File: src/rtl/mem_access_ctrl.sv
`default_nettype none
// ============================================================================
// Module   : mem_access_ctrl
// Purpose  : Single-outstanding controller between a valid/ready requester
//            and a synchronous single-port memory with registered address,
//            write strobe and write data. Reads take two cycles to a held
//            response; writes take one busy cycle.
// Ports    : clk, rst_n (async, active-low)
//            req_valid/req_ready/req_we/req_addr/req_wdata  - request side
//            req_be (only with MEM_ACCESS_CTRL_BYTE_WRITE_EN) - byte enables
//            rsp_valid/rsp_ready/rsp_rdata                  - read response
//            mem_A/mem_W/mem_D (registered), mem_Q          - memory side
// Options  : MEM_ACCESS_CTRL_BYTE_WRITE_EN adds per-byte writes; partial
//            writes are done as read-modify-write.
// Revision : 1.0 - initial release
// ============================================================================
module mem_access_ctrl #(
  parameter int ADDR = 16,
  parameter int WORD = 32
) (
  input  logic              clk,
  input  logic              rst_n,
  input  logic              req_valid,
  output logic              req_ready,
  input  logic              req_we,
  input  logic [ADDR-1:0]   req_addr,
  input  logic [WORD-1:0]   req_wdata,
`ifdef MEM_ACCESS_CTRL_BYTE_WRITE_EN
  input  logic [WORD/8-1:0] req_be,
`endif
  output logic              rsp_valid,
  input  logic              rsp_ready,
  output logic [WORD-1:0]   rsp_rdata,
  output logic [ADDR-1:0]   mem_A,
  output logic              mem_W,
  output logic [WORD-1:0]   mem_D,
  input  logic [WORD-1:0]   mem_Q
);

  localparam logic [2:0] c_IDLE    = 3'd0;
  localparam logic [2:0] c_WR      = 3'd1;
  localparam logic [2:0] c_RD      = 3'd2;
  localparam logic [2:0] c_CAP     = 3'd3;
  localparam logic [2:0] c_RESP    = 3'd4;
`ifdef MEM_ACCESS_CTRL_BYTE_WRITE_EN
  localparam logic [2:0] c_RMW_RD  = 3'd5;
  localparam logic [2:0] c_RMW_CAP = 3'd6;
  localparam int         c_NBYTE   = WORD / 8;
`endif

  logic [2:0]      state_q, state_d;
  logic            ready_q, ready_d;
  logic [ADDR-1:0] mem_a_q, mem_a_d;
  logic            mem_w_q, mem_w_d;
  logic [WORD-1:0] mem_d_q, mem_d_d;
  logic            rsp_valid_q, rsp_valid_d;
  logic [WORD-1:0] rsp_rdata_q, rsp_rdata_d;
  logic            w_accept;

`ifdef MEM_ACCESS_CTRL_BYTE_WRITE_EN
  // Partial-write operands are latched at acceptance because the requester
  // may change its inputs while the read half of the RMW is in flight.
  logic [c_NBYTE-1:0] be_q, be_d;
  logic [WORD-1:0]    wdata_q, wdata_d;
  logic [WORD-1:0]    w_merged;

  for (genvar b = 0; b < c_NBYTE; b++) begin : g_merge
    assign w_merged[8*b +: 8] = be_q[b] ? wdata_q[8*b +: 8] : mem_Q[8*b +: 8];
  end
`endif

  // ready_q is registered so it stays low throughout reset and rises on the
  // first edge after release, which also rules out accepting on that edge.
  assign w_accept = req_valid & ready_q;

  always_comb begin
    state_d     = state_q;
    mem_a_d     = mem_a_q;
    mem_d_d     = mem_d_q;
    rsp_valid_d = rsp_valid_q;
    rsp_rdata_d = rsp_rdata_q;
`ifdef MEM_ACCESS_CTRL_BYTE_WRITE_EN
    be_d        = be_q;
    wdata_d     = wdata_q;
`endif
    case (state_q)
      c_IDLE: begin
        if (w_accept) begin
          if (req_we) begin
`ifdef MEM_ACCESS_CTRL_BYTE_WRITE_EN
            if (&req_be) begin
              mem_a_d = req_addr;
              mem_d_d = req_wdata;
              state_d = c_WR;
            end else if (|req_be) begin
              mem_a_d = req_addr;
              be_d    = req_be;
              wdata_d = req_wdata;
              state_d = c_RMW_RD;
            end
            // No enabled bytes: accepted and dropped, memory untouched.
`else
            mem_a_d = req_addr;
            mem_d_d = req_wdata;
            state_d = c_WR;
`endif
          end else begin
            mem_a_d = req_addr;
            state_d = c_RD;
          end
        end
      end
      c_WR:   state_d = c_IDLE;
      c_RD:   state_d = c_CAP;   // memory samples mem_A at this edge
      c_CAP: begin
        rsp_rdata_d = mem_Q;
        rsp_valid_d = 1'b1;
        state_d     = c_RESP;
      end
      c_RESP: begin
        if (rsp_ready) begin
          rsp_valid_d = 1'b0;
          state_d     = c_IDLE;
        end
      end
`ifdef MEM_ACCESS_CTRL_BYTE_WRITE_EN
      c_RMW_RD:  state_d = c_RMW_CAP;
      c_RMW_CAP: begin
        mem_d_d = w_merged;
        state_d = c_WR;
      end
`endif
      default: state_d = c_IDLE;
    endcase
    ready_d = (state_d == c_IDLE);
    mem_w_d = (state_d == c_WR);
  end

  // Asynchronous clear of mem_w_q cancels an in-flight write the moment
  // reset asserts, before the memory's next sampling edge.
  always_ff @(posedge clk or negedge rst_n) begin
    if (!rst_n) begin
      state_q     <= c_IDLE;
      ready_q     <= 1'b0;
      mem_a_q     <= '0;
      mem_w_q     <= 1'b0;
      mem_d_q     <= '0;
      rsp_valid_q <= 1'b0;
      rsp_rdata_q <= '0;
`ifdef MEM_ACCESS_CTRL_BYTE_WRITE_EN
      be_q        <= '0;
      wdata_q     <= '0;
`endif
    end else begin
      state_q     <= state_d;
      ready_q     <= ready_d;
      mem_a_q     <= mem_a_d;
      mem_w_q     <= mem_w_d;
      mem_d_q     <= mem_d_d;
      rsp_valid_q <= rsp_valid_d;
      rsp_rdata_q <= rsp_rdata_d;
`ifdef MEM_ACCESS_CTRL_BYTE_WRITE_EN
      be_q        <= be_d;
      wdata_q     <= wdata_d;
`endif
    end
  end

  assign req_ready = ready_q;
  assign mem_A     = mem_a_q;
  assign mem_W     = mem_w_q;
  assign mem_D     = mem_d_q;
  assign rsp_valid = rsp_valid_q;
  assign rsp_rdata = rsp_rdata_q;

endmodule
`default_nettype wire
File: config.mk
export PLATFORM = sky130hd
export DESIGN_NAME = mem_access_ctrl
export DESIGN_NICKNAME = d
export VERILOG_FILES = /design/src/rtl/mem_access_ctrl.sv
export SDC_FILE = /design/constraint.sdc
export NUM_CORES = 1
export LEC_CHECK = 0
export CAP_MARGIN = 0
export CORE_MARGIN = 2
export CORE_UTILIZATION = 41
export CTS_BUF_LIST = sky130_fd_sc_hd__clkbuf_2 sky130_fd_sc_hd__clkbuf_4 sky130_fd_sc_hd__clkbuf_8
export DETAILED_ROUTE_END_ITERATION = 6
export PLACE_DENSITY = 0.82
export SLEW_MARGIN = 20
export SYNTH_ARGS = -nofsm -noshare
export SYNTH_HDL_FRONTEND = slang
export SYNTH_SLANG_ARGS = --single-unit
File: constraint.sdc
create_clock -name clk -period 1.75 [get_ports clk]
set_input_delay 0.175 -clock clk [delete_from_list [all_inputs] [get_ports clk]]
set_output_delay 0.175 -clock clk [all_outputs]
set_load 0.1 [all_outputs]
==> reports/qor.csv, run 1 <==
metric,value,unit
run status,"finished, final reports clean",
most heavily used metal layer in global routing,met2,
synthesis-to-finish area growth,56.0,%
path class of the lowest-slack min-delay path,input pin to async pin,
reg-to-reg critical path endpoint,mem_D[10],
share of cells above drive strength 1,0.433,
global-route usage over all layers,0.165,
worst setup path class,flop to flop,
reg2reg start,state_q[0],
max-slew violation total from the final report,0,
starting DRC count in detailed routing,18,
peak clock frequency supported by timing,606,MHz
register bit total from synthesis,86,
async set-reset flop share out of synthesis,1.00,
biggest fanout along the worst timing path,25,
Diodes inserted,0,
wire length of the first global-routing pass,11300,um
cell breakdown of the critical path,nor4bb_2 -> and3b_1 -> buf_12 -> mux2_1,
area fraction of the dominant cell type after synthesis,0.659,
commonest register cell after synthesis,sky130_fd_sc_hd__dfrtp_1,
floorplan core area,0.00773,mm^2
post-route clock skew,0.00930,ns
"wirelength, routed",7280,um
worst slew margin relative to its limit,0.721,
effective utilization at floorplan,0.423,
met3 capacity usage during global routing,0.0540,
HPWL after detailed placement,5430,um
maximum buffer depth of the clock tree,2,
quantity of I/O buffers inserted on ports,167,
RSZ-0062 raised after global routing,false,
Via density,4.67,
CP max-delay cell,sky130_fd_sc_hd__dfrtp_1,
Die X,93.3,um
Clock Pin Slew Worst Setup and Hold Paths,0.09,ns
max-cap viol count,0,
Bufs and invs on worst path,1,
post-route DRC violation count,0,
wire length per cell,15.1,um
last weighted congestion value of the routability-driven placer,0.659,
clock sink count,86,
pin count of the biggest net entering global routing,52,
Final Instance Area,0.00510,mm^2
Reg2Reg Setup Slack,0.10,ns
Least-Margin Pin Slew,0.419,ns
count of cells along the worst register-to-register path,4,
overall via count from detail_route,2245,
Setup crit end kind,flop,
met2 global-route usage,0.281,
final-report setup violation count,0,
Syn Std Cell Area,0.00327,mm^2
largest incremental delay on the critical path,0.40,ns
total congestion overflow,0,
largest area contributor in the synthesized netlist,sky130_fd_sc_hd__dfrtp_1,
clock tree from TritonCTS,built,
CTS Root Buffer Type,sky130_fd_sc_hd__clkbuf_8,
net count after synthesis,280,
period utilization,0.942,
Critical Path Source,state_q[0],
post-layout net count,459,
synth warn,0,
total die area,0.00870,mm^2
mean instance size in the synthesized netlist,16.8,um^2
top post-synthesis cells by area,"sky130_fd_sc_hd__dfrtp_1, sky130_fd_sc_hd__mux2_2, sky130_fd_sc_hd__mux2_1",
insertion delay of the later-clocked pin in the worst-skew pair,0.34,ns
final-layout setup total negative slack,0,ns
min cycle time layout,1.65,ns
placed standard-cell area,0.00488,mm^2
"Hold Violations, Final",0,
distinct cell type count after synthesis,20,
launching element type of the critical path,flop,
Global Route met1 Usage,0.202,
worst endpoint required time,1.97,ns
die span in y,93.3,um
number of detailed-routing iterations run before antenna repair,4,
number of standard cells after synthesis,195,
ports placed on the boundary,168,
most frequently used cell type in the post-synthesis netlist,sky130_fd_sc_hd__dfrtp_1,
part of the Yosys area used for sequential elements,0.659,
family with the most delay on the worst path,simple AND/OR/NAND/NOR gates,
via count of the first global-routing pass,2392,
number of antenna violations at the first check in global routing,0,
Core Rows,32,
commonest cells in the netlist,"sky130_fd_sc_hd__dfrtp_1, sky130_fd_sc_hd__mux2_2, sky130_fd_sc_hd__mux2_1",
# H-tree levels,3,
arrival time worst endpoint,1.87,ns
number of flops mapped to enable cells by yosys,0,
Num CTS Buffers,9,
number of antenna-violating nets in the routed design,0,
[registers in the layout, indices dropped and copies added (netlist names)]
signal / count
rsp_rdata: 32
mem_W: 1
state_q: 3
req_ready: 1
mem_D: 32
mem_A: 16
rsp_valid: 1
[how the worst max path moves through the flow]
stage	slack (ns)	depth (start not counted)	to
floorplan	-0.004	5	mem_D[20]
global placement	-0.14	5	mem_D[31]
detailed placement	-0.19	5	mem_D[10]
CTS	0.07	4	mem_D[8]
global route	0.02	4	mem_D[1]
finish	0.10	4	mem_D[10]
[worst reg2reg max path, cell delays in order, from the launching register on]
cell and delay [ns]:
sky130_fd_sc_hd__dfrtp_1 0.40, sky130_fd_sc_hd__nor4bb_2 0.31, sky130_fd_sc_hd__and3b_1 0.26, sky130_fd_sc_hd__buf_12 0.20
sky130_fd_sc_hd__mux2_1 0.36
[cells by family (layout without fill, tap and decap cells)]
group	count (synthesis)	count (layout)	share of synthesized area
flops	86	86	0.659
mux	80	80	0.276
simple gates	11	11	0.0203
buf+inv	11	195	0.0329
compound gates	7	7	0.0123
[metrics by stage]
| stage | cells | utilization | hold WS, ns | setup slack (ns) |
|---|---|---|---|---|
| 2_1_floorplan | 195 | - | -0.121 | -0.00403 |
| 3_3_place_gp | 464 | 0.631 | -0.0190 | -0.140 |
| 3_5_place_dp | 464 | 0.631 | -0.0196 | -0.193 |
| 4_1_cts | 481 | 0.659 | 0.160 | 0.0712 |
| 5_1_grt | 481 | 0.660 | 0.172 | 0.0240 |
| 6_report | 481 | 0.660 | 0.174 | 0.101 |
[cell type report]
type	count	area (um^2)
Clock inverter	3	25.0
Sequential cell	86	2160
Inverter	2	7.51
Clock buffer	13	179
Tap cell	102	128
Timing Repair Buffer	177	1590
Multi-Input combinational cell	98	1010
Fill cell	590	2630
[cell usage in the layout, fill, tap and decap left out, drive strengths merged, types with 2 or more instances in the layout]
master | netlist | final
nor2 | 3 | 3
o21ai | 2 | 2
a21oi | 3 | 3
clkdlybuf4s50 | 0 | 83
mux2 | 80 | 80
buf | 9 | 93
nand2 | 2 | 2
clkbuf | 0 | 13
dfrtp | 86 | 86
nor2b | 2 | 2
inv | 2 | 3
[metal layers]
layer	routed length [um]	up-vias
li1	-	1041
met1	2990	1095
met2	3610	103
met3	609	6
met4	70	0
met5	0	-
[repair_timing]
item | in CTS | in global routing
setup buffers | 0 | 0
endpoints found under the setup margin | 0 | 48
gates resized for setup | 0 | 1
endpoints found under the hold margin | 86 | 0
hold buffers | 1 | 0
Power of run 1 is left out: the tool's default activity adds up to more than one toggle a clock period on the data nets, which glitch-free logic cannot reach.
==> run 2, diff against run 1 <==
--- a/config.mk
+++ b/config.mk
@@ -6,11 +6,13 @@
 export NUM_CORES = 1
 export LEC_CHECK = 0
 export CAP_MARGIN = 0
+export CELL_PAD_IN_SITES_DETAIL_PLACEMENT = 0
+export CELL_PAD_IN_SITES_GLOBAL_PLACEMENT = 1
 export CORE_MARGIN = 2
-export CORE_UTILIZATION = 41
+export CORE_UTILIZATION = 32
 export CTS_BUF_LIST = sky130_fd_sc_hd__clkbuf_2 sky130_fd_sc_hd__clkbuf_4 sky130_fd_sc_hd__clkbuf_8
 export DETAILED_ROUTE_END_ITERATION = 6
-export PLACE_DENSITY = 0.82
+export PLACE_DENSITY_LB_ADDON = 0.1
 export SLEW_MARGIN = 20
 export SYNTH_ARGS = -nofsm -noshare
 export SYNTH_HDL_FRONTEND = slang
==> reports/qor.csv, run 2 (synthesis results as in run 1) <==
metric,value,unit,change
min cycle time layout,1.63,ns,-0.0232 ns
Num CTS Buffers,9,,unchanged
share of cells above drive strength 1,0.436,,+0.00298
Via density,4.39,,-5.9%
via count of the first global-routing pass,2324,,-2.8%
max-cap viol count,0,,unchanged
number of detailed-routing iterations run before antenna repair,4,,unchanged
Hold WS,0.313,ns,+0.139 ns
biggest fanout along the worst timing path,20,,-20%
"top library cells by usage in the layout, fill and taps aside","sky130_fd_sc_hd__buf_4, sky130_fd_sc_hd__dfrtp_1, sky130_fd_sc_hd__clkdlybuf4s50_1",,
total die area,0.0110,mm^2,+27%
overall via count from detail_route,2257,,+0.53%
global-route usage over all layers,0.140,,-0.0246
max-slew violation total from the final report,0,,unchanged
path class of the lowest-slack min-delay path,input pin to async pin,,
starting DRC count in detailed routing,36,,+18
number of antenna-violating nets in the routed design,0,,unchanged
wire length of the first global-routing pass,12000,um,+6.3%
wire length per cell,14.7,um,-3.1%
post-CTS setup repair buffer count,0,,unchanged
Least-Margin Pin Slew,0.459,ns,+0.0406 ns
"leading cell type in the layout, fill and taps excluded",sky130_fd_sc_hd__buf_4,,
peak clock frequency supported by timing,615,MHz,+1.4%
Setup crit end kind,flop,,
post-route DRC violation count,0,,unchanged
pin count of the biggest net entering global routing,36,,-31%
"wirelength, routed",7550,um,+3.6%
total congestion overflow,0,,unchanged
area taken by flip-flops and latches,0.00216,mm^2,unchanged
number of antenna violations at the first check in global routing,0,,unchanged
worst endpoint required time,1.99,ns,+0.02 ns
floorplan core area,0.00986,mm^2,+28%
hold-fix buffers at CTS,1,,unchanged
maximum buffer depth of the clock tree,2,,unchanged
arrival time worst endpoint,1.86,ns,about the same
clock sink count,86,,unchanged
final-report setup violation count,0,,unchanged
effective utilization at floorplan,0.331,,-0.0916
RSZ-0062 raised after global routing,false,,
launching element type of the critical path,flop,,
post-route clock skew,0.00581,ns,-0.00349 ns
die span in y,105,um,+13%
worst slew margin relative to its limit,0.694,,-0.0270
Clock Pin Slew Worst Setup and Hold Paths,0.09,ns,about the same
post-layout net count,461,,+0.44%
number of filler instances in the final layout,877,,+49%
Reg2Reg Setup Slack,0.12,ns,+0.02 ns
area of combinational cells with multiple inputs,0.00101,mm^2,-0.49%
clock tree from TritonCTS,built,,
worst setup path class,flop to flop,,
"Hold Violations, Final",0,,unchanged
period utilization,0.929,,-0.0133
Die X,105,um,+13%
CTS Root Buffer Type,sky130_fd_sc_hd__clkbuf_8,,
HPWL after detailed placement,5790,um,+6.8%
run status,"finished, final reports clean",,
ports placed on the boundary,168,,unchanged
last weighted congestion value of the routability-driven placer,0.680,,+3.3%
Critical Path Source,state_q[0],,
Diodes inserted,0,,unchanged
reg2reg start,state_q[0],,
Core Rows,36,,+13%
# H-tree levels,3,,unchanged
synthesis-to-finish area growth,57.8,%,
insertion delay of the later-clocked pin in the worst-skew pair,0.34,ns,about the same
number of gates given a new drive strength after cts,0,,unchanged
quantity of I/O buffers inserted on ports,167,,unchanged
## run 2: worst paths after layout
check,to,depth (start not counted)
worst max-delay path,mem_D[29],4
worst min-delay path,mem_A[10],2
worst max register to register,mem_D[29],4
worst min register to register,mem_D[4],1
max in group asynchronous,mem_D[8],3
min in group clk,mem_D[15],2
## run 2: layer usage
layer,up-vias,wire length (um),global-route usage
li1,1043,-,-
met1,1107,3230,0.178
met2,101,3650,0.221
met3,6,593,0.0586
met4,0,72,0.0343
met5,-,0,0
## run 2: worst max-delay path: stages (launching register included)
cell and delay, ns:
sky130_fd_sc_hd__dfrtp_1 0.39, sky130_fd_sc_hd__nor4bb_1 0.31, sky130_fd_sc_hd__and3b_2 0.29, sky130_fd_sc_hd__buf_12 0.18, sky130_fd_sc_hd__mux2_2 0.34
## run 2: per-stage QoR
step                       util  setup WS (ns)  setup TNS [ns]  std cells  instance area [um^2]
after global routing      0.522        0.00703               0        514                  5150
after detailed placement  0.501         -0.158           -5.89        497                  4940
final                     0.522          0.124               0        514                  5150
after CTS                 0.522          0.109               0        514                  5150
after global placement    0.501         -0.158           -6.44        497                  4940
after floorplan               -       -0.00403         -0.0322        195                  3270
## run 2: layout make-up
cell class	count	area share
Clock buffer	9	0.0240
Clock inverter	7	0.0146
Inverter	2	0.00146
Multi-Input combinational cell	98	0.196
Sequential cell	86	0.418
Tap cell	133	0.0323
Timing Repair Buffer	179	0.314
Power of run 2 is left out for the same reason.
